$ cat src/rtl/microwave_pkg.sv
// Shared types and helpers for the microwave controller: keypad width,
// BCD digit type, keypad-entry FSM states and one-hot helpers.
package microwave_pkg;

  localparam int KEYS = 10;
  localparam int DEBOUNCE_CYCLES_DEF = 3;

  typedef logic [3:0] bcd_t;

  typedef enum logic [1:0] {
    IDLE         = 2'd0,
    DEBOUNCE     = 2'd1,
    ACCEPT       = 2'd2,
    WAIT_RELEASE = 2'd3
  } entry_state_t;

  function automatic logic is_onehot(input logic [KEYS-1:0] p);
    return (p != {KEYS{1'b0}}) && ((p & (p - KEYS'(1))) == {KEYS{1'b0}});
  endfunction

  // Non-one-hot patterns never reach the encoder; they fall to zero.
  function automatic bcd_t onehot_to_bcd(input logic [KEYS-1:0] p);
    bcd_t r;
    case (p)
      10'b0000000001: r = 4'd0;
      10'b0000000010: r = 4'd1;
      10'b0000000100: r = 4'd2;
      10'b0000001000: r = 4'd3;
      10'b0000010000: r = 4'd4;
      10'b0000100000: r = 4'd5;
      10'b0001000000: r = 4'd6;
      10'b0010000000: r = 4'd7;
      10'b0100000000: r = 4'd8;
      10'b1000000000: r = 4'd9;
      default:        r = 4'd0;
    endcase
    return r;
  endfunction

endpackage

$ cat src/rtl/keypad_debouncer.sv
// Synchronizes the raw keypad, debounces presses and releases, and emits a
// one-cycle accept pulse (with the held pattern) or an error pulse.
module keypad_debouncer
  import microwave_pkg::*;
#(
  parameter int DEBOUNCE_CYCLES = DEBOUNCE_CYCLES_DEF,
  parameter int CNT_W           = 4
) (
  input  logic            clock,
  input  logic            reset,
  input  logic [KEYS-1:0] keypad,
  output logic            accept,
  output logic [KEYS-1:0] pattern,
  output logic            error
);

  localparam logic [CNT_W-1:0] CNT_MAX  = CNT_W'(DEBOUNCE_CYCLES);
  localparam logic [CNT_W-1:0] CNT_ZERO = {CNT_W{1'b0}};
  localparam logic [CNT_W-1:0] CNT_ONE  = CNT_W'(1);
  localparam logic [KEYS-1:0]  NO_KEY   = {KEYS{1'b0}};

  logic [KEYS-1:0] sync1_r, ksync_r, pattern_r, pattern_s;
  logic [CNT_W-1:0] cnt_r, cnt_s;
  entry_state_t     state_r, state_s;
  logic             error_r, error_s, accept_r;

  // two-flop synchronizer for the asynchronous keypad
  always_ff @(posedge clock) begin
    if (reset) begin
      sync1_r <= NO_KEY;
      ksync_r <= NO_KEY;
    end else begin
      sync1_r <= keypad;
      ksync_r <= sync1_r;
    end
  end

  // next-state logic; a full count wins so N identical samples always decide
  always_comb begin
    state_s   = state_r;
    cnt_s     = cnt_r;
    pattern_s = pattern_r;
    error_s   = 1'b0;
    case (state_r)
      IDLE: begin
        if (ksync_r != NO_KEY) begin
          pattern_s = ksync_r;
          cnt_s     = CNT_ONE;
          state_s   = DEBOUNCE;
        end else begin
          state_s = IDLE;
        end
      end
      DEBOUNCE: begin
        if (cnt_r == CNT_MAX) begin
          cnt_s = CNT_ZERO;
          if (is_onehot(pattern_r)) begin
            state_s = ACCEPT;
          end else begin
            error_s = 1'b1;
            state_s = WAIT_RELEASE;
          end
        end else if (ksync_r == NO_KEY) begin
          cnt_s   = CNT_ZERO;
          state_s = IDLE;
        end else if (ksync_r != pattern_r) begin
          pattern_s = ksync_r;
          cnt_s     = CNT_ONE;
        end else begin
          cnt_s = cnt_r + CNT_ONE;
        end
      end
      ACCEPT: begin
        cnt_s   = CNT_ZERO;
        state_s = WAIT_RELEASE;
      end
      WAIT_RELEASE: begin
        if (cnt_r == CNT_MAX) begin
          cnt_s   = CNT_ZERO;
          state_s = IDLE;
        end else if (ksync_r == NO_KEY) begin
          cnt_s = cnt_r + CNT_ONE;
        end else begin
          cnt_s = CNT_ZERO;
        end
      end
      default: begin
        cnt_s   = CNT_ZERO;
        state_s = IDLE;
      end
    endcase
  end

  // FSM, counter, captured pattern and registered pulses
  always_ff @(posedge clock) begin
    if (reset) begin
      state_r   <= IDLE;
      cnt_r     <= CNT_ZERO;
      pattern_r <= NO_KEY;
      error_r   <= 1'b0;
      accept_r  <= 1'b0;
    end else begin
      state_r   <= state_s;
      cnt_r     <= cnt_s;
      pattern_r <= pattern_s;
      error_r   <= error_s;
      accept_r  <= (state_s == ACCEPT);
    end
  end

  assign accept  = accept_r;
  assign pattern = pattern_r;
  assign error   = error_r;

endmodule

$ cat src/rtl/keypad_entry.sv
// Keypad front-end: debounced digits shift right-to-left into the
// min : sec_tens : sec_ones time-entry register.
module keypad_entry
  import microwave_pkg::*;
#(
  parameter int DEBOUNCE_CYCLES = DEBOUNCE_CYCLES_DEF,
  parameter int CNT_W           = 4
) (
  input  logic            clock,
  input  logic            reset,
  input  logic [KEYS-1:0] keypad,
  input  logic            clearn,
  input  logic            load_en,
  output logic [3:0]      min_bcd,
  output logic [3:0]      sec_tens_bcd,
  output logic [3:0]      sec_ones_bcd,
  output logic            digit_valid,
  output logic            key_error,
  output logic            entry_nonzero
);

  logic            accept_s;
  logic            error_s;
  logic [KEYS-1:0] pattern_s;
  logic            shift_s;
  bcd_t            min_s, tens_s, ones_s;

  keypad_debouncer #(
    .DEBOUNCE_CYCLES(DEBOUNCE_CYCLES),
    .CNT_W          (CNT_W)
  ) u_debouncer (
    .clock  (clock),
    .reset  (reset),
    .keypad (keypad),
    .accept (accept_s),
    .pattern(pattern_s),
    .error  (error_s)
  );

  // next entry-register value; clear overrides a coincident shift
  always_comb begin
    shift_s = accept_s & load_en & clearn;
    if (!clearn) begin
      min_s  = 4'd0;
      tens_s = 4'd0;
      ones_s = 4'd0;
    end else if (shift_s) begin
      min_s  = sec_tens_bcd;
      tens_s = sec_ones_bcd;
      ones_s = onehot_to_bcd(pattern_s);
    end else begin
      min_s  = min_bcd;
      tens_s = sec_tens_bcd;
      ones_s = sec_ones_bcd;
    end
  end

  // entry register and registered status outputs
  always_ff @(posedge clock) begin
    if (reset) begin
      min_bcd       <= 4'd0;
      sec_tens_bcd  <= 4'd0;
      sec_ones_bcd  <= 4'd0;
      digit_valid   <= 1'b0;
      entry_nonzero <= 1'b0;
    end else begin
      min_bcd       <= min_s;
      sec_tens_bcd  <= tens_s;
      sec_ones_bcd  <= ones_s;
      digit_valid   <= shift_s;
      entry_nonzero <= ((min_s | tens_s | ones_s) != 4'd0);
    end
  end

  assign key_error = error_s;

endmodule

$ cat config.mk
export PLATFORM = sky130hd
export DESIGN_NAME = keypad_entry
export DESIGN_NICKNAME = d
export VERILOG_FILES = /design/src/rtl/microwave_pkg.sv /design/src/rtl/keypad_debouncer.sv /design/src/rtl/keypad_entry.sv
export SDC_FILE = /design/constraint.sdc
export NUM_CORES = 1
export LEC_CHECK = 0
export CAP_MARGIN = 20
export CORE_MARGIN = 3
export CORE_UTILIZATION = 55
export DETAILED_ROUTE_END_ITERATION = 8
export PLACE_DENSITY = 0.79
export SETUP_SLACK_MARGIN = 0.5
export SLEW_MARGIN = 15
export SYNTH_ARGS = -nofsm -noshare
export SYNTH_HDL_FRONTEND = slang
export SYNTH_HIERARCHICAL = 1
export SYNTH_SLANG_ARGS = --single-unit
$ cat constraint.sdc
create_clock -name clock -period 5.33 [get_ports clock]
set_clock_uncertainty 0.2 [all_clocks]
set_input_delay 0.7995 -clock clock [delete_from_list [all_inputs] [get_ports clock]]
set_output_delay 0.7995 -clock clock [all_outputs]
set_load 0.02 [all_outputs]
==> results by group <==
Critical path
  – WP data required: roughly 5.4 ns
  – Reg2Reg Depth: 5
  – Critical path startpoint: reset
  – Critical Path End: u_debouncer/cnt_r[2]
  – CP endpoint kind: flip-flop
  – Critical Path AT: 2.54 ns
  – FF-to-FF Start: u_debouncer/ksync_r[0]
  – Critical Path Source Type: input port
  – CP Max Fanout: 32
  – Crit Path Class: input port to flip-flop
  – FF-to-FF setup slack: 3.09 ns
  – Reg2Reg Capture Point: u_debouncer/cnt_r[0]

Clock tree
  – Clk_lat worst skew: 0.31 ns
  – Post-CTS sizing: 0
  – Clock Sinks: 52
  – CTS root buf: clkbuf_8
  – CTS buffer count: 5
  – CTS tree: built
  – CTS max path bufs: 2
  – H-tree depth: 2
  – CTS clk-pin slew, worst paths: 0.09 ns
  – Post-CTS Hold Buffers: 0
  – # Post-CTS Setup Buffers: 0

Global route
  – Initial antenna violation count: 0
  – Vias in the first global route: 1740
  – GRT overflow: 0
  – Pin count of the biggest net entering global routing: 33
  – First-pass GRT wire length: just over 8000 um
  – Total GRT Usage: 20.1%

Yosys
  – Seq/Total Area, Yosys: 44.4%
  – Asr flop ratio synth: 0%
  – Post-synth design cell area: 0.00235 sq mm
  – Yosys warns: 6
  – Synth Flop Type: dfxtp_1
  – Top-area cell type share of the netlist area: 44.4%
  – EDFF count, synth: 0
  – Syn Inst Count: 264
  – Post-Syn Nets: 279
  – Synth cell types: 49
  – Post-Syn Area per Cell: a little under 9 sq um
  – Synthesized flop and latch total: 52
  – Largest cells by area after synthesis: dfxtp_1 44%, nand2_1 7.2%, nor2b_1 6.1%
  – Leading area contributor after synthesis: dfxtp_1

STA
  – Final Setup Violations: 0
  – RSZ-0062 raised after global routing: false
  – Fin crit share: 47.0%
  – Tmin final: 2.50 ns
  – Max frequency: 399 MHz
  – Final Slew Violations: 0
  – Worst slew pin tran: 0.697 ns
  – Final hold violations: 0
  – Setup Total Neg Slack: 0 ns
  – Final worst setup slack: 2.83 ns
  – Worst slew margin: 52.9%

Worst hold path
  – Hold Path Class: flip-flop to flip-flop

Route
  – DRC: 0
  – WL per Instance: between 10 and 15 um
  – Initial DRC count: 100
  – First drt pass iteration count: 4
  – Total number of vias: 1930
  – Final WL: around 4700 um
  – Vias per cell: ~5.7
  – Final ANT Viol Nets: 0

Final layout
  – Fraction of layout cells with a size suffix above 1: 6.19%
  – Post-Route Utilization: around 69%
  – Fin nets: between 300 and 400
  – Area Growth Syn to Fin: 19.4%
  – Diode count: 0

Place
  – PortBufs: 28
  – HPWL after detailed placement: 3290 um
  – DP Worst Slack: 2.58 ns
  – Gpl congestion: 0.844

Power
  – Total leakage power: 0.00102 uW
  – PwrDens: 296 mW/mm^2
  – VDD IR max: 190 uV

Floorplanning
  – Std-Cell Rows: 23
  – Die footprint: 0.00509 sq mm
  – I/O pin count: 29
  – Placeable Area: about 0.0041 sq mm
  – Initial Utilization: between 50% and 60%
  – Die X: 71.3 um
  – Die Span Y: 71.3 um

Run
  – Max cap viols: 0

Outcome
  – Status: finished clean
==> sequential cells by signal, summed over array words and instances, names as in the netlist <==
name	count
min_bcd	4
u_debouncer/ksync_r	10
u_debouncer/pattern	10
u_debouncer/cnt_r	4
u_debouncer/error	1
u_debouncer/state_r	2
digit_valid	1
u_debouncer/sync1_r	10
sec_ones_bcd	4
entry_nonzero	1
u_debouncer/accept	1
sec_tens_bcd	4
==> routing by layer <==
layer / GRT usage (%) / part of all wire [%] / vias up
met2: 34.3 / 48 / 55
met3: 4.91 / 6.0 / 10
met5: 0 / 0 / -
li1: - / - / 988
met1: 24.4 / 44 / 877
met4: 7.93 / 1.8 / 0
==> worst min path at each step <==
stage	from	to	slack (ns)	depth (start not counted)
after floorplan	u_debouncer/sync1_r[0]	u_debouncer/ksync_r[0]	0.21	1
after global placement	u_debouncer/sync1_r[0]	u_debouncer/ksync_r[0]	0.22	1
after detailed placement	u_debouncer/sync1_r[8]	u_debouncer/ksync_r[8]	0.22	1
after CTS	u_debouncer/sync1_r[3]	u_debouncer/ksync_r[3]	0.25	1
after global routing	u_debouncer/sync1_r[0]	u_debouncer/ksync_r[0]	0.26	1
final	u_debouncer/sync1_r[3]	u_debouncer/ksync_r[3]	0.24	1
==> layout by cell type (no fill, tap or decap), types with 6 or more instances in the layout <==
master           count
dfxtp_1             52
nand2_1             45
clkdlybuf4s50_1     28
nor2b_1             23
nor2_1              14
a21oi_1             14
xnor2_1             11
mux2i_1             10
nor3_1               7
nand3_1              7
nand4_1              6
==> stage by stage <==
stage	instance area (sq um)	total power, uW	hold WS [ns]	instances
floorplan	2350	492	0.214	264
global placement	2660	517	0.215	333
detailed placement	2660	519	0.224	333
CTS	2800	838	0.249	341
global route	2800	865	0.258	341
finish	2800	829	0.244	341
==> critical path, stage by stage <==
cell and delay, ns:
clkdlybuf4s50_1 0.39, buf_4 0.23, inv_1 0.49, nand2_1 0.18, o22ai_1 0.19, nand3_1 0.13
o21ai_1 0.12
==> Yosys cell counts (2+ instances only) <==
cell	count
a211oi_1	3
a21oi_1	14
and3_1	2
buf_2	4
clkbuf_1	7
dfxtp_1	52
inv_1	3
mux2i_1	10
nand2_1	45
nand2b_1	2
nand3_1	7
nand3b_1	2
nand4_1	6
nand4b_1	3
nor2_1	14
nor2b_1	23
nor3_1	7
nor3b_1	4
nor4_1	4
o21ai_0	3
o21ai_1	2
o31ai_1	2
o41ai_1	3
or2_1	2
or4_4	2
xnor2_1	11
xor2_1	5
==> cell type report <==
type | instances | area, sq um
Tap cell | 50 | 62.6
Clock buffer | 5 | 68.8
Sequential cell | 52 | 1040
Fill cell | 338 | 1260
Clock inverter | 3 | 68.8
Inverter | 3 | 11.3
Timing Repair Buffer | 30 | 295
Multi-Input combinational cell | 198 | 1250
==> where the power goes <==
part	internal [uW]	leakage [uW]	total (uW)	switching (uW)
Clock	189	0.0000687	318	129
Combinational	48.5	0.000526	94.4	45.8
Sequential	400	0.000425	417	16.3
==> logic make-up after synthesis <==
| family | synth area share, % |
|---|---|
| and+or+nand+nor | 30.1 |
| xor gates and xnor gates | 5.97 |
| buffers and inverters | 2.45 |
| DFF | 44.4 |
| AOI/OAI and AO/OA | 11.9 |
| muxes | 4.27 |
| adders and majority gates | 0.960 |
No activity file was read; power rests on OpenSTA's default activity.
